[config.mk]
export PLATFORM = sky130hd
export DESIGN_NAME = matrix_ops_engine_flat
export DESIGN_NICKNAME = d
export VERILOG_FILES = /design/src/rtl/matrix_ops_engine_if.sv /design/src/rtl/matrix_ops_engine.sv /design/src/flat_wrapper.sv
export SDC_FILE = /design/constraint.sdc
export NUM_CORES = 2
export LEC_CHECK = 0
export ABC_AREA = 1
export CAP_MARGIN = 5
export CORE_UTILIZATION = 55
export DETAILED_ROUTE_END_ITERATION = 10
export PLACE_DENSITY = 0.79
export SYNTH_ARGS = -nofsm -noshare
export SYNTH_HDL_FRONTEND = slang
export SYNTH_SLANG_ARGS = --single-unit
[constraint.sdc]
create_clock -name clk -period 8.54 [get_ports clk]
set_input_delay 1.281 -clock clk [delete_from_list [all_inputs] [get_ports clk]]
set_output_delay 1.281 -clock clk [all_outputs]
set_load 0.01 [all_outputs]
[src/rtl/matrix_ops_engine_if.sv]
// Stream interface for matrix_ops_engine.
// Carries the operand element stream (host -> engine) and the result element
// stream (engine -> host), each with valid/ready flow control.
//   master : the host side; drives operands and accepts results
//   slave  : the engine side; accepts operands and drives results
interface matrix_ops_engine_if #(
    parameter int DATA_W = 8,
    parameter int RES_W  = 19
);
    logic              in_valid;
    logic              in_ready;
    logic [DATA_W-1:0] in_data;
    logic              out_valid;
    logic              out_ready;
    logic [RES_W-1:0]  out_data;
    logic              out_last;

    modport master (
        output in_valid, in_data, out_ready,
        input  in_ready, out_valid, out_data, out_last
    );

    modport slave (
        input  in_valid, in_data, out_ready,
        output in_ready, out_valid, out_data, out_last
    );
endinterface

[src/rtl/matrix_ops_engine.sv]
// Buffered matrix arithmetic engine: loads operand A (and B for add/multiply)
// from an element stream, computes add / transpose / scalar / multiply into a
// result buffer, then streams the result row-major with valid/ready.
// Ports:
//   clk, rst        clock, synchronous active-high reset
//   start           one-cycle request; op_sel/dims/scalar_k sampled in IDLE
//   op_sel          000 add, 001 transpose, 010 scalar, 011 multiply
//   dim_m/n/p       rows of A, columns of A, columns of B
//   scalar_k        multiplier for the scalar op
//   bus             operand and result streams (slave side)
//   busy/done/error status: not idle / finished pulse / rejected-start pulse
module matrix_ops_engine #(
    parameter int DATA_W  = 8,
    parameter int MAX_DIM = 5,
    parameter int DIM_W   = $clog2(MAX_DIM + 1),
    parameter int RES_W   = 2 * DATA_W + $clog2(MAX_DIM)
) (
    input  logic               clk,
    input  logic               rst,
    input  logic               start,
    input  logic [2:0]         op_sel,
    input  logic [DIM_W-1:0]   dim_m,
    input  logic [DIM_W-1:0]   dim_n,
    input  logic [DIM_W-1:0]   dim_p,
    input  logic [DATA_W-1:0]  scalar_k,
    matrix_ops_engine_if.slave bus,
    output logic               busy,
    output logic               done,
    output logic               error
);
    localparam int CELLS = MAX_DIM * MAX_DIM;
    localparam int IDX_W = $clog2(CELLS + 1);

    typedef enum logic [2:0] {IDLE, LOAD_A, LOAD_B, COMPUTE, OUTPUT} state_t;

    state_t             state_r;
    logic [1:0]         op_r;
    logic [DIM_W-1:0]   m_r, n_r, p_r;
    logic [DATA_W-1:0]  k_r;
    logic [IDX_W-1:0]   a_total_r, r_total_r, b_total_r, cnt_r;
    logic [DIM_W-1:0]   i_r, j_r, t_r;
    logic [RES_W-1:0]   acc_r;
    logic               busy_r, in_ready_r, out_valid_r, out_last_r, done_r, error_r;
    logic [RES_W-1:0]   out_data_r;

    logic [DATA_W-1:0]  a_mem [CELLS];
    logic [DATA_W-1:0]  b_mem [CELLS];
    logic [RES_W-1:0]   r_mem [CELLS];

    logic [IDX_W-1:0]   a_idx_s, b_idx_s, w_idx_s, next_ptr_s;
    logic [RES_W-1:0]   prod_s, w_data_s;
    logic [DIM_W-1:0]   j_lim_s;
    logic               t_end_s, j_end_s, last_s, w_en_s;

    function automatic logic [IDX_W-1:0] mul_idx(input logic [DIM_W-1:0] a, input logic [DIM_W-1:0] b);
        return IDX_W'(a) * IDX_W'(b);
    endfunction

    function automatic logic [IDX_W-1:0] lin_idx(input logic [DIM_W-1:0] row,
                                                 input logic [DIM_W-1:0] stride,
                                                 input logic [DIM_W-1:0] col);
        return mul_idx(row, stride) + IDX_W'(col);
    endfunction

    function automatic logic dim_ok(input logic [DIM_W-1:0] d);
        return (d != DIM_W'(0)) && (d <= DIM_W'(MAX_DIM));
    endfunction

    // p only matters for add (must equal n) and multiply (columns of B).
    function automatic logic cfg_ok(input logic [2:0] op, input logic [DIM_W-1:0] m,
                                    input logic [DIM_W-1:0] n, input logic [DIM_W-1:0] p);
        logic needs_p;
        needs_p = (op[1:0] == 2'd0) || (op[1:0] == 2'd3);
        return !op[2] && dim_ok(m) && dim_ok(n) && (!needs_p || dim_ok(p))
               && !((op[1:0] == 2'd0) && (p != n));
    endfunction

    assign busy          = busy_r;
    assign done          = done_r;
    assign error         = error_r;
    assign bus.in_ready  = in_ready_r;
    assign bus.out_valid = out_valid_r;
    assign bus.out_data  = out_data_r;
    assign bus.out_last  = out_last_r;

    // Compute datapath: addresses, element value and loop-end flags for the current step.
    // Elementwise ops walk (i, j) over m x n with t fixed at 0; multiply walks
    // (i, j, t) over m x p x n and writes a result only when t wraps.
    always_comb begin
        a_idx_s    = IDX_W'(0);
        b_idx_s    = IDX_W'(0);
        w_idx_s    = IDX_W'(0);
        prod_s     = RES_W'(0);
        w_data_s   = RES_W'(0);
        next_ptr_s = cnt_r + IDX_W'(1);
        if (op_r == 2'd3) begin
            j_lim_s  = p_r;
            t_end_s  = (t_r == n_r - DIM_W'(1));
            a_idx_s  = lin_idx(i_r, n_r, t_r);
            b_idx_s  = lin_idx(t_r, p_r, j_r);
            w_idx_s  = lin_idx(i_r, p_r, j_r);
            prod_s   = RES_W'(a_mem[a_idx_s]) * RES_W'(b_mem[b_idx_s]);
            w_data_s = acc_r + prod_s;
        end else begin
            j_lim_s  = n_r;
            t_end_s  = 1'b1;
            a_idx_s  = lin_idx(i_r, n_r, j_r);
            b_idx_s  = a_idx_s;
            // transpose writes element (i,j) of A to row j, column i of an n x m result
            w_idx_s  = (op_r == 2'd1) ? lin_idx(j_r, m_r, i_r) : a_idx_s;
            prod_s   = RES_W'(k_r) * RES_W'(a_mem[a_idx_s]);
            case (op_r)
                2'd0:    w_data_s = RES_W'(a_mem[a_idx_s]) + RES_W'(b_mem[b_idx_s]);
                2'd1:    w_data_s = RES_W'(a_mem[a_idx_s]);
                2'd2:    w_data_s = prod_s;
                default: w_data_s = RES_W'(0);
            endcase
        end
        j_end_s = (j_r == j_lim_s - DIM_W'(1));
        last_s  = t_end_s && j_end_s && (i_r == m_r - DIM_W'(1));
        w_en_s  = (state_r == COMPUTE) && t_end_s;
    end

    // Operand capture: one element per accepted input handshake.
    always_ff @(posedge clk) begin
        if (!rst && in_ready_r && bus.in_valid) begin
            if (state_r == LOAD_A) a_mem[cnt_r] <= bus.in_data;
            else                   b_mem[cnt_r] <= bus.in_data;
        end
    end

    // Result buffer write, one element per completed compute step.
    always_ff @(posedge clk) begin
        if (!rst && w_en_s) r_mem[w_idx_s] <= w_data_s;
    end

    // Control FSM with registered status and stream outputs.
    always_ff @(posedge clk) begin
        if (rst) begin
            state_r     <= IDLE;
            op_r        <= 2'd0;
            m_r         <= DIM_W'(0);
            n_r         <= DIM_W'(0);
            p_r         <= DIM_W'(0);
            k_r         <= DATA_W'(0);
            a_total_r   <= IDX_W'(0);
            b_total_r   <= IDX_W'(0);
            r_total_r   <= IDX_W'(0);
            cnt_r       <= IDX_W'(0);
            i_r         <= DIM_W'(0);
            j_r         <= DIM_W'(0);
            t_r         <= DIM_W'(0);
            acc_r       <= RES_W'(0);
            busy_r      <= 1'b0;
            in_ready_r  <= 1'b0;
            out_valid_r <= 1'b0;
            out_last_r  <= 1'b0;
            out_data_r  <= RES_W'(0);
            done_r      <= 1'b0;
            error_r     <= 1'b0;
        end else begin
            done_r  <= 1'b0;
            error_r <= 1'b0;
            case (state_r)
                IDLE: begin
                    if (start) begin
                        if (cfg_ok(op_sel, dim_m, dim_n, dim_p)) begin
                            op_r       <= op_sel[1:0];
                            m_r        <= dim_m;
                            n_r        <= dim_n;
                            p_r        <= dim_p;
                            k_r        <= scalar_k;
                            a_total_r  <= mul_idx(dim_m, dim_n);
                            b_total_r  <= (op_sel[1:0] == 2'd3) ? mul_idx(dim_n, dim_p) : mul_idx(dim_m, dim_n);
                            r_total_r  <= (op_sel[1:0] == 2'd3) ? mul_idx(dim_m, dim_p) : mul_idx(dim_m, dim_n);
                            cnt_r      <= IDX_W'(0);
                            i_r        <= DIM_W'(0);
                            j_r        <= DIM_W'(0);
                            t_r        <= DIM_W'(0);
                            acc_r      <= RES_W'(0);
                            busy_r     <= 1'b1;
                            in_ready_r <= 1'b1;
                            state_r    <= LOAD_A;
                        end else begin
                            error_r <= 1'b1;
                        end
                    end
                end
                LOAD_A: begin
                    if (bus.in_valid) begin
                        if (cnt_r == a_total_r - IDX_W'(1)) begin
                            cnt_r <= IDX_W'(0);
                            if (op_r == 2'd0 || op_r == 2'd3) begin
                                state_r <= LOAD_B;
                            end else begin
                                state_r    <= COMPUTE;
                                in_ready_r <= 1'b0;
                            end
                        end else begin
                            cnt_r <= next_ptr_s;
                        end
                    end
                end
                LOAD_B: begin
                    if (bus.in_valid) begin
                        if (cnt_r == b_total_r - IDX_W'(1)) begin
                            cnt_r      <= IDX_W'(0);
                            state_r    <= COMPUTE;
                            in_ready_r <= 1'b0;
                        end else begin
                            cnt_r <= next_ptr_s;
                        end
                    end
                end
                COMPUTE: begin
                    if (t_end_s) begin
                        t_r   <= DIM_W'(0);
                        acc_r <= RES_W'(0);
                        if (j_end_s) begin
                            j_r <= DIM_W'(0);
                            i_r <= i_r + DIM_W'(1);
                        end else begin
                            j_r <= j_r + DIM_W'(1);
                        end
                    end else begin
                        t_r   <= t_r + DIM_W'(1);
                        acc_r <= w_data_s;
                    end
                    if (last_s) begin
                        // The final write lands on the last result slot, so slot 0 is
                        // already in the buffer unless the result is a single element.
                        state_r     <= OUTPUT;
                        out_valid_r <= 1'b1;
                        out_data_r  <= (r_total_r == IDX_W'(1)) ? w_data_s : r_mem[0];
                        out_last_r  <= (r_total_r == IDX_W'(1));
                        cnt_r       <= IDX_W'(0);
                    end
                end
                OUTPUT: begin
                    if (bus.out_ready) begin
                        if (cnt_r == r_total_r - IDX_W'(1)) begin
                            state_r     <= IDLE;
                            out_valid_r <= 1'b0;
                            out_last_r  <= 1'b0;
                            busy_r      <= 1'b0;
                            done_r      <= 1'b1;
                            cnt_r       <= IDX_W'(0);
                        end else begin
                            cnt_r      <= next_ptr_s;
                            out_data_r <= r_mem[next_ptr_s];
                            out_last_r <= (next_ptr_s == r_total_r - IDX_W'(1));
                        end
                    end
                end
                default: begin
                    state_r     <= IDLE;
                    busy_r      <= 1'b0;
                    in_ready_r  <= 1'b0;
                    out_valid_r <= 1'b0;
                    out_last_r  <= 1'b0;
                end
            endcase
        end
    end
endmodule
[src/flat_wrapper.sv]
// flat-port wrapper written by rule: the top's interface ports become plain ports
module matrix_ops_engine_flat 
#(
    parameter int DATA_W  = 8,
    parameter int MAX_DIM = 5,
    parameter int DIM_W   = $clog2(MAX_DIM + 1),
    parameter int RES_W   = 2 * DATA_W + $clog2(MAX_DIM)
)
  (clk, rst, start, op_sel, dim_m, dim_n, dim_p, scalar_k, busy, done, error, bus_in_valid, bus_in_data, bus_out_ready, bus_in_ready, bus_out_valid, bus_out_data, bus_out_last);
  matrix_ops_engine_if #(.DATA_W(DATA_W), .RES_W(RES_W)) bus_i ();
  input  logic clk;
  input  logic rst;
  input  logic start;
  input  logic [2:0] op_sel;
  input  logic [DIM_W-1:0] dim_m;
  input  logic [DIM_W-1:0] dim_n;
  input  logic [DIM_W-1:0] dim_p;
  input  logic [DATA_W-1:0] scalar_k;
  output logic busy;
  output logic done;
  output logic error;
  input wire logic [$bits(bus_i.in_valid)-1:0] bus_in_valid;
  input wire logic [$bits(bus_i.in_data)-1:0] bus_in_data;
  input wire logic [$bits(bus_i.out_ready)-1:0] bus_out_ready;
  output wire logic [$bits(bus_i.in_ready)-1:0] bus_in_ready;
  output wire logic [$bits(bus_i.out_valid)-1:0] bus_out_valid;
  output wire logic [$bits(bus_i.out_data)-1:0] bus_out_data;
  output wire logic [$bits(bus_i.out_last)-1:0] bus_out_last;
  assign bus_i.in_valid = bus_in_valid;
  assign bus_i.in_data = bus_in_data;
  assign bus_i.out_ready = bus_out_ready;
  assign bus_in_ready = bus_i.in_ready;
  assign bus_out_valid = bus_i.out_valid;
  assign bus_out_data = bus_i.out_data;
  assign bus_out_last = bus_i.out_last;
  matrix_ops_engine #(.DATA_W(DATA_W), .MAX_DIM(MAX_DIM), .DIM_W(DIM_W), .RES_W(RES_W)) u_core (.clk(clk), .rst(rst), .start(start), .op_sel(op_sel), .dim_m(dim_m), .dim_n(dim_n), .dim_p(dim_p), .scalar_k(scalar_k), .bus(bus_i), .busy(busy), .done(done), .error(error));
endmodule
==> implementation parameters <==
Parameter                              Value

Floorplanning
  Core Box Area ... 91800 um2
  Starting density of the core ... 0.5556
  Height of the chip ... 306.5 um
  Row count ... 111
  Width of the chip ... 306.5 um
  I/O pin cnt ... 58
  Die ar. ... ~94000 um2

Finish
  Commonest cells after routing, fill and taps aside ... nand2_1 (1028), edfxtp_1 (875), nor2_1 (530), inv_1 (488), o21ai_0 (456)
  Nets ... 5553
  Leading cell type in the layout, fill and taps excluded ... nand2_1
  Area of combinational cells with multiple inputs ... 19710 um2
  Layout cells sized above 1 ... 0.06086
  Reg area ... 28180 um2
  Area growth, synth to finish ... 9.700%
  Count of fill cells added during filler insertion ... ~7100
  Post-layout utilization of the core ... 0.6095

Drt
  Detail-routed via count per cell ... 6.245
  Number of search-and-repair iterations in the first detailed-routing pass ... 7
  Number of remaining DRC errors ... 0
  Routed wire length per instance ... 23.16 um
  Via total after detailed routing ... 41120
  Detailed Route Iter0 Violations ... 6673
  Number of nets with antenna violations after routing ... 0
  Total wirelength of the detailed-routed design ... 152500 um

Logic synthesis
  Post-synthesis sequential area ratio ... 0.5524
  Post-synthesis register bit count ... 970
  Netlist area before placement ... approximately 51000 um2
  Synth Warn # ... 0
  Post-synthesis cell count ... 5315
  Number of enable flip-flop cells after synthesis ... 875
  Async set-or-reset flop fraction in the synthesized netlist ... 0
  Yosys cell types ... 50
  Nets in the synthesized netlist ... ~5600
  Synthesized area per cell ... roughly 9.6 um2
  Main flop type after synthesis ... edfxtp_1

Timing
  Least setup slack across all paths after layout ... 0.3917 ns
  Post-route clock period utilization ... 0.9541
  Setup Skew ... 0.03538 ns
  Tmin final ... just over 8 ns
  Slew @ Worst Pin ... 1.298 ns
  Slew Limit Headroom ... 0.1327
  Final total negative setup slack ... 0 ns
  Total of endpoints with negative setup slack in the final report ... 0
  Maximum frequency from static timing analysis ... 0.1227 GHz
  Setup repair after global routing missed its margin ... false
  Number of hold violations in the final report ... 0
  Number of max-slew violations in the final report ... 0

GRT
  Wire length of the first global-routing pass ... 229400 um
  Number of antenna violations at the first check in global routing ... 6
  Vias in the first global route ... between 30000 and 40000
  Largest net degree at the start of global routing ... 212
  Global-route congestion overflow total ... 0
  Overall fraction of global-route tracks in use ... 0.3209

Placed design
  Number of port buffers ... 57
  Placer Congestion ... around 0.97
  Worst Setup Slack post-DPL ... approximately 0.29 ns
  Total half-perimeter wirelength after legalization and detailed placement ... 96040 um

Critical path
  Required time at the worst-slack endpoint ... roughly 8.9 ns
  Stages on worst setup path ... 32
  Data arrival, critical path ... 8.48 ns
  Buffers & Inverters on Critical Path ... 8
  Crit path to ... u_core.r_mem[13][18]$_DFFE_PP_
  Critical register-to-register path endpoint ... u_core.r_mem[13][18]$_DFFE_PP_
  Beginning of the worst register-to-register path ... u_core.t_r[0]$_SDFFE_PP0P_
  Setup crit start ... u_core.t_r[0]$_SDFFE_PP0P_
  Worst-case reg-to-reg path depth ... 32
  Startpoint-to-endpoint class of the critical path ... flip-flop to flip-flop
  Library cell contributing the largest single delay on the critical path ... dfxtp_1
  Critical path endpoint category ... flip-flop
  Setup slack, reg-to-reg ... 0.39 ns
  Maximum fanout encountered on the critical timing path ... 37
  Critical path startpoint category ... flip-flop
  Delay of the slowest critical-path stage ... 0.53 ns
  Top Family by Delay on Critical Path ... adder cells

CTS
  Worst-path clk slew ... 0.06 ns
  Num Clock Sinks ... 970
  CTS tree ... yes
  Number of buffers added by the clock tree synthesis step ... 96
  Later-pin clock latency in the skew report ... 0.70 ns
  Max H-tree Level ... 3
  Number of hold buffers added after cts ... 0
  Clk root buf ... clkbuf_16
  Worst-case clock buffer depth ... 3

Run
  Max Cap Violations ... 0

Power and ir drop
  Power density relative to cell area ... roughly 240 nW/um2
  Post-layout power ... 13650 uW
  Leakage ... 0.02206 uW
  Worst supply voltage drop on vdd ... 258.8 uV

Hold path
  Path category of the worst min-delay check ... flip-flop to flip-flop
  Hold wc startpoint ... u_core.acc_r[14]$_SDFFE_PP0P_

Run status
  Outcome ... completed
-- cell type report --
type	count	area share
tap	1243	0.02780
inverter	508	0.03437
clock inverter	50	0.01078
timing repair inverter	1	0.0001342
timing repair buffer	163	0.02563
sequential	970	0.5037
antenna	2	0.00008945
clock buffer	125	0.04524
multi-input combinational	3523	0.3523
-- synthesized netlist by cell type, types with 13 or more instances --
cell type / number / area share
o21ai_0: 457 / 0.045
a211oi_1: 23 / 0.0034
inv_1: 490 / 0.036
xnor2_1: 24 / 0.0041
a32oi_1: 22 / 0.0038
clkbuf_1: 160 / 0.012
buf_2: 118 / 0.012
a21oi_1: 391 / 0.038
nand3_1: 410 / 0.040
o22ai_1: 35 / 0.0043
a32o_1: 19 / 0.0037
nand2_1: 1031 / 0.076
edfxtp_1: 875 / 0.52
fa_1: 106 / 0.042
xor2_1: 31 / 0.0053
o211ai_1: 86 / 0.013
o221ai_1: 41 / 0.0070
nor3_1: 29 / 0.0028
nand4_1: 13 / 0.0016
dfxtp_1: 95 / 0.037
ha_1: 151 / 0.037
nor2_1: 555 / 0.041
o311ai_0: 31 / 0.0053
buf_1: 24 / 0.0018
-- logic make-up after synthesis --
group	share of synthesized area
DFF	0.5524
xor gates and xnor gates	0.01008
adders and majority gates	0.07865
and+or+nand+nor	0.1660
buffers and inverters	0.06444
AOI/OAI and AO/OA	0.1284
-- per-stage QoR --
step                      instance area, um2  hold slack [ns]  std cells
after floorplan                        51000           0.4453       5315
after global placement                 52790           0.4531       6407
after detailed placement               52790           0.4551       6407
after CTS                              55920           0.4649       6582
after global routing                   55950           0.4795       6584
final                                  55950           0.4670       6585
-- what timing repair did --
| item | 4_1_cts | 5_1_grt |
|---|---|---|
| resized for setup | 0 | 7 |
| setup buffers | 0 | 0 |
| endpoints found under the setup margin | 0 | 100 |
-- how the worst min path moves through the flow --
stage	slack, ns	to	depth (start not counted)
after global placement	0.45	u_core.acc_r[2]$_SDFFE_PP0P_	2
after detailed placement	0.46	u_core.acc_r[14]$_SDFFE_PP0P_	2
after global routing	0.48	u_core.acc_r[14]$_SDFFE_PP0P_	2
final	0.47	u_core.acc_r[14]$_SDFFE_PP0P_	2
after floorplan	0.45	u_core.acc_r[13]$_SDFFE_PP0P_	2
after CTS	0.46	u_core.acc_r[14]$_SDFFE_PP0P_	2
-- state kept, by name (all words and copies together), names as in the netlist, 2 cells and up --
signal               count
u_core.r_mem           475
u_core.a_mem           200
u_core.b_mem           200
u_core.acc_r            19
u_core.bus.out_data     19
u_core.k_r               8
u_core.a_total_r         5
u_core.b_total_r         5
u_core.cnt_r             5
u_core.r_total_r         5
u_core.i_r               3
u_core.j_r               3
u_core.m_r               3
u_core.n_r               3
u_core.p_r               3
u_core.state_r           3
u_core.t_r               3
u_core.op_r              2
-- worst register-to-register path: cells and delay by family (launching register included) --
family	cells	cell delay (ns)
adder cells (fa/ha/maj)	8	3.34
buffers and inverters	8	1.39
AND/OR/NAND/NOR	11	1.30
AO/OA/AOI/OAI	5	1.27
flip-flops	1	0.53
-- power by group --
| part | leakage, uW | total, uW | switching [uW] | internal, uW |
|---|---|---|---|---|
| Clock | 0.00150 | 4240 | 1860 | 2380 |
| Sequential | 0.00897 | 5550 | 66.4 | 5490 |
| Combinational | 0.0116 | 3870 | 2730 | 1140 |
| Total | 0.0221 | 13700 | 4650 | 9000 |
-- layer usage --
layer	routed length (um)	GRT usage
met1	57200	0.4416
met2	66220	0.4789
met3	21390	0.08229
met4	7620	0.1471
met5	53	0
Power figures use the tool's default switching activity.
